--- src/rtl/uart_receiver.sv ---
// UART receiver: samples rx at mid-bit, deserialises LSB-first words and reports frame/parity/overrun errors.
// Latency: recv_ack 2 sync cycles + CLKS_PER_BIT/2 + (DATA_W+PARITY_EN+1)*CLKS_PER_BIT + 1 cycles after the rx falling edge.
// Backpressure: none; dout is held with a sticky data_valid and an unread word is overwritten (flagged by overrun).
module uart_receiver #(
    parameter int CLKS_PER_BIT = 16,
    parameter int DATA_W       = 8,
    parameter int PARITY_EN    = 0
) (
    input  logic              clk,
    input  logic              rst_n,
    input  logic              rx,
    input  logic              recv_req,
    output logic [DATA_W-1:0] dout,
    output logic [DATA_W-1:0] rx_sample,
    output logic              recv_ack,
    output logic              data_valid,
    output logic              frame_err,
    output logic              parity_err,
    output logic              overrun,
    output logic              busy
);
    localparam int CNT_W = $clog2(CLKS_PER_BIT);
    localparam int IDX_W = $clog2(DATA_W);

    typedef enum logic [2:0] {
        S_IDLE, S_START, S_DATA, S_PARITY, S_STOP, S_BREAK
    } state_t;

    state_t              state_q, state_d;
    logic [CNT_W-1:0]    cnt_q, cnt_d;
    logic [IDX_W-1:0]    idx_q, idx_d;
    logic [DATA_W-1:0]   shift_q, shift_d;
    logic [DATA_W-1:0]   dout_q, dout_d;
    logic                par_err_q, par_err_d;
    logic                ack_q, ack_d;
    logic                valid_q, valid_d;
    logic                ferr_q, ferr_d;
    logic                perr_q, perr_d;
    logic                ovr_q, ovr_d;
    logic                sync1_q, rx_s_q;
    logic                mid_tick, last_tick;

    assign mid_tick  = (cnt_q == CNT_W'(CLKS_PER_BIT/2 - 1));
    assign last_tick = (cnt_q == CNT_W'(CLKS_PER_BIT - 1));

    always_comb begin
        state_d   = state_q;
        cnt_d     = cnt_q + CNT_W'(1);
        idx_d     = idx_q;
        shift_d   = shift_q;
        par_err_d = par_err_q;
        ack_d     = 1'b0;
        ferr_d    = 1'b0;
        perr_d    = 1'b0;
        case (state_q)
            S_IDLE: begin
                cnt_d     = '0;
                par_err_d = 1'b0;
                if (!rx_s_q) state_d = S_START;
            end
            S_START: begin
                if (mid_tick) begin
                    cnt_d   = '0;
                    idx_d   = '0;
                    state_d = rx_s_q ? S_IDLE : S_DATA;
                end
            end
            S_DATA: begin
                if (last_tick) begin
                    cnt_d   = '0;
                    shift_d = {rx_s_q, shift_q[DATA_W-1:1]};
                    if (idx_q == IDX_W'(DATA_W - 1)) begin
                        state_d = (PARITY_EN != 0) ? S_PARITY : S_STOP;
                    end else begin
                        idx_d = idx_q + IDX_W'(1);
                    end
                end
            end
            S_PARITY: begin
                if (last_tick) begin
                    cnt_d     = '0;
                    par_err_d = (^shift_q) ^ rx_s_q;
                    state_d   = S_STOP;
                end
            end
            S_STOP: begin
                if (last_tick) begin
                    cnt_d = '0;
                    if (rx_s_q) begin
                        perr_d  = par_err_q;
                        ack_d   = ~par_err_q;
                        state_d = S_IDLE;
                    end else begin
                        ferr_d  = 1'b1;
                        perr_d  = par_err_q;
                        state_d = S_BREAK;
                    end
                end
            end
            S_BREAK: begin
                cnt_d = '0;
                if (rx_s_q) state_d = S_IDLE;
            end
            default: state_d = S_IDLE;
        endcase

        // A new word landing together with a read keeps valid set and is not an overrun.
        dout_d  = ack_d ? shift_q : dout_q;
        valid_d = ack_d | (valid_q & ~recv_req);
        ovr_d   = recv_req ? 1'b0 : (ovr_q | (ack_d & valid_q));
    end

    always_ff @(posedge clk or negedge rst_n) begin
        if (!rst_n) begin
            sync1_q   <= 1'b1;
            rx_s_q    <= 1'b1;
            state_q   <= S_IDLE;
            cnt_q     <= '0;
            idx_q     <= '0;
            shift_q   <= '0;
            dout_q    <= '0;
            par_err_q <= 1'b0;
            ack_q     <= 1'b0;
            valid_q   <= 1'b0;
            ferr_q    <= 1'b0;
            perr_q    <= 1'b0;
            ovr_q     <= 1'b0;
        end else begin
            sync1_q   <= rx;
            rx_s_q    <= sync1_q;
            state_q   <= state_d;
            cnt_q     <= cnt_d;
            idx_q     <= idx_d;
            shift_q   <= shift_d;
            dout_q    <= dout_d;
            par_err_q <= par_err_d;
            ack_q     <= ack_d;
            valid_q   <= valid_d;
            ferr_q    <= ferr_d;
            perr_q    <= perr_d;
            ovr_q     <= ovr_d;
        end
    end

    assign dout       = dout_q;
    assign rx_sample  = shift_q;
    assign recv_ack   = ack_q;
    assign data_valid = valid_q;
    assign frame_err  = ferr_q;
    assign parity_err = perr_q;
    assign overrun    = ovr_q;
    assign busy       = (state_q != S_IDLE);
endmodule

--- config.mk ---
export PLATFORM = sky130hd
export DESIGN_NAME = uart_receiver
export DESIGN_NICKNAME = d
export VERILOG_FILES = /design/src/rtl/uart_receiver.sv
export SDC_FILE = /design/constraint.sdc
export NUM_CORES = 1
export LEC_CHECK = 0
export ABC_AREA = 1
export CAP_MARGIN = 20
export CORE_MARGIN = 2
export CORE_UTILIZATION = 41
export DETAILED_ROUTE_END_ITERATION = 12
export SETUP_SLACK_MARGIN = 0.02
export SYNTH_ARGS = -nofsm -noshare
export SYNTH_HDL_FRONTEND = slang
export SYNTH_SLANG_ARGS = --single-unit
--- constraint.sdc ---
create_clock -name clk -period 3.9 [get_ports clk]
set_input_delay 0.975 -clock clk [delete_from_list [all_inputs] [get_ports clk]]
set_output_delay 0.975 -clock clk [all_outputs]
set_load 0.02 [all_outputs]
Word level (Yosys, flattened, before mapping)
Cells that the tools add are included.
{"block": "totals", "mem_bits_ro": 0, "memories": 0, "latch_bits": 0, "input_bits": 4, "ram_bits": 0, "out_inout_bits": 22, "wordCells": 77, "register_bits": 34}
{"block": "op_classes", "n_reduce_logical": 11, "add_sub_neg": 2, "n_mux": 28, "multipliers": 0, "n_bitwise": 7, "n_shift": 0, "eq_ne": 16, "n_div": 0, "n_lt_le_gt_ge": 0}
{"op": "$mux 3", "count": 11}
{"op": "$pmux 3 s6", "count": 1}
{"op": "$ne 2x2->1 const B", "count": 8}
{"op": "$pmux 4 s3", "count": 1}
{"op": "$mux 1", "count": 10}
{"op": "$eq 3x3->1 const B", "count": 3}
{"op": "$mux 4", "count": 2}
{"op": "$reduce_xor 8->1", "count": 1}
{"op": "$reduce_and 7->1", "count": 1}
{"op": "$eq 3x2->1 const B", "count": 2}
{"op": "$pmux 3 s2", "count": 1}
{"op": "$add 4x1->4 const B", "count": 1}
{"op": "$eq 4x3->1 const B", "count": 1}
{"op": "$eq 4x4->1 const B", "count": 1}
{"op": "$reduce_and 2->1", "count": 2}
{"op": "$reduce_and 4->1", "count": 1}
{"op": "$reduce_bool 2->1", "count": 2}
{"op": "$add 3x1->3 const B", "count": 1}
{"op": "$eq 3x1->1 const B", "count": 1}
{"op": "$logic_not 3->1", "count": 1}
{"op": "$reduce_bool 3->1", "count": 1}
{"op": "$reduce_or 3->1", "count": 1}
{"op": "$and 1x1->1", "count": 2}
{"op": "$mux 2", "count": 1}
{"op": "other kinds (5)", "count": 7}

Longest topological paths before layout
{"block": "logic_depth", "ltp_word": 7, "depth_mapped": 10, "mapped_depth_nobuf": 10}

Worst setup path before layout
No wires, ideal clock.
{"block": "synth_timing", "path_type": "register to output", "from": "register state_q[1]", "to": "output busy", "path_stages_with_launch": 5, "t_arrival_ns": 0.768, "slack_ns": 2.157, "required_ns": 2.925, "path_buffers": 0, "path_cell_list": "dfrtp_1 -> inv_2 -> nand2_1 -> nor2_1 -> inv_1"}
{"block": "synth_between", "elab_chain_len": 1}
{"item": "from (decl)", "line_no": "29", "rtl": "state_t state_q, state_d;"}
{"item": "from (signal assigned)", "line_no": "131", "rtl": "state_q <= state_d;"}
{"item": "$reduce_bool 3->1", "line_no": "152", "rtl": "assign busy = (state_q != S_IDLE);"}
{"item": "to (decl)", "line_no": "20", "rtl": "output logic busy"}
Every way passes these cells.

Worst setup path after layout
Same ends and word-level chain as after synthesis.

==> run metrics <==
number of post-CTS setup repair buffers 0; Final TNS setup 0 ns; Synthesized Nets 211; clock sink count 34; unrepaired setup endpoints after global routing no; dpl ws 1.594 ns; largest net degree at the start of global routing 35; GP Congestion 0.8238; diode count 0; Worst R2R Setup Slack 2.28 ns; critical setup path kind reg -> out; VDD IR-drop max 0.3950 mV; global-route wire length before repair 5561 um; Post-DRT Antenna Nets 0; post-cts gate resize count 0; data required time of the critical path 2.92 ns; share of async-settable or async-resettable flops after synthesis 1.000; top cell type's share of synthesized area 0.4723; final number of setup-violating endpoints 0; Sequential Power Share 0.432; result of the run completed; most used flip-flop cell after synthesis dfrtp_1; Clock power frac 0.281; Switching Share 0.3403; die height 68.31 um; Post-Syn Area per Cell 8.311 um^2; internal power 0.6304 mW; area of the placeable core 0.004000 mm^2; CTS buffer count 5; combined global-route utilization of all metal layers 0.1670; count of yosys warnings during synthesis 0; post-synthesis to final-layout area growth 23.17%; final hold vios 0; final critical-path required period 2.613 ns; maximum clock skew at final layout 0.008345 ns; overall die width 68.31 um; initial antenna violation count 0; TritonCTS clock tree built; effective utilization at floorplan 0.4238; violation count after the first detailed-route iteration 67; via count of the first global-routing pass 1,215; Clk Latency, worst-skew pair 0.29 ns; drt total wl 3082 um; maximum net fanout on the critical path 4; worst slew pin tran 0.4181 ns; Hold Crit Class reg -> reg; placed cells 278; arrival time worst endpoint 1.64 ns; Buffers on Ports 25; Clock H-tree levels 2; Area contributors post-synth dfrtp_1, nand2_1, inv_1; switching power summed over all nets 0.3251 mW; die outline area 0.004666 mm^2; Slew HR 0.7213; EDFF count, synth 0; Max Clk Rate 382.7 MHz; Total Nets Final 242; CP startpoint kind flop; minimum setup slack in the final design 1.287 ns; hold_buf cts 0; max-cap violations 0; portion of total power attributed to combinational logic 0.287; LEAKAGE 1.036 nW; via count 1,349; most used standard cells in the synthesized netlist nand2_1, dfrtp_1, inv_1; top-count cell post-synth nand2_1; DR DRC count 0; total power divided by cell area 457.5 mW/mm^2; fraction of final layout cells sized beyond drive strength 1 0.1483; flip-flop and latch count after synthesis 34; clk buf depth 2; non-filler instance count after layout 286; CTS clock-pin slew for the worst setup and hold paths 0.07 ns; post-DP HPWL 2229 um; number of rows created at floorplan 23; Max Transition Viols Final 0; GR Overflow Total 0; instance count of the mapped netlist 204; number of I/O pins 26; final clock period utilization by the worst path 0.6700; wire length per cell after detailed routing 10.78 um; number of vias per cell 4.717; post-synthesis sequential area ratio 0.5033; Netlist Area Pre-Place 0.001695 mm^2; endpoint kind of the worst setup timing path output port; library cells used by synthesis 28; number of detailed-routing iterations run before antenna repair 4; cell type with the largest total area after synthesis dfrtp_1; Root Buffer clkbuf_8
[final timing paths]
check                      startpoint       to  cells after the start
max                        state_q[1]     busy                      5
min reg2reg                   sync1_q   rx_s_q                      0
min in group asynchronous       rst_n  dout[7]                      2
min                           sync1_q   rx_s_q                      0
max in group asynchronous       rst_n   rx_s_q                      2
max reg2reg                  cnt_q[0]  overrun                      9
[cells in the final DEF, fill, tap and decap left out, drive strengths merged]
master / n
a21oi: 3
inv: 28
nand2: 79
clkinv: 1
and2: 1
nand4: 1
or2: 2
ha: 3
o21ai: 25
o211a: 1
clkbuf: 7
nor3: 3
dfrtp: 32
nor2: 12
clkdlybuf4s50: 25
buf: 1
nand3: 9
dfstp: 2
xor2: 1
[routing by layer]
layer	track usage	part of all wire	wire, um
met3	0.04934	0.048	148
met5	0	0	0
met1	0.2235	0.50	1535
met2	0.2403	0.43	1324
met4	0.09250	0.024	73
[worst max-delay path: stages (launching register included)]
cell	delay [ns]
dfrtp_1	0.43
inv_2	0.10
nand2_1	0.07
nor2_1	0.14
inv_1	0.08
clkdlybuf4s50_1	0.54
[per-stage QoR]
step	area (um^2)	power (mW)	hold slack, ns	util
floorplan	1695	0.6268	0.3452	-
global placement	1997	0.6951	0.3458	0.4992
detailed placement	1997	0.6958	0.3473	0.4992
CTS	2088	0.9710	0.3576	0.5221
global route	2088	1.028	0.3662	0.5221
finish	2088	0.9554	0.3572	0.5221
[cell families after synthesis]
| logic type | share of synthesized area |
|---|---|
| buffers and inverters | 0.07306 |
| xor gates and xnor gates | 0.005167 |
| DFF | 0.5033 |
| adders and majority gates | 0.02214 |
| and+or+nand+nor | 0.2856 |
| AOI/OAI and AO/OA | 0.1107 |
[power groups by stage]
| stage | Sequential [mW] | Combinational, mW | Clock, mW |
|---|---|---|---|
| after floorplan | 0.414 | 0.213 | 0 |
| after global placement | 0.417 | 0.278 | 0 |
| after detailed placement | 0.419 | 0.277 | 0 |
| after CTS | 0.412 | 0.279 | 0.280 |
| after global routing | 0.417 | 0.318 | 0.294 |
| final | 0.412 | 0.274 | 0.269 |
[cell type report]
| type | count | area (um^2) |
|---|---|---|
| clock inverter | 1 | 5.005 |
| clock buffer | 7 | 86.33 |
| timing repair buffer | 26 | 257.7 |
| sequential | 34 | 853.3 |
| fill | 383 | 1912 |
| tap | 50 | 62.56 |
| multi-input combinational | 140 | 718.2 |
| inverter | 28 | 105.1 |
[state kept, by name, summed over array words and instances, names as in the netlist, 3 cells and up]
signal	count
idx_q	3
rx_sample	8
state_q	3
cnt_q	4
dout	8
No activity file was read; power rests on OpenSTA's default activity.
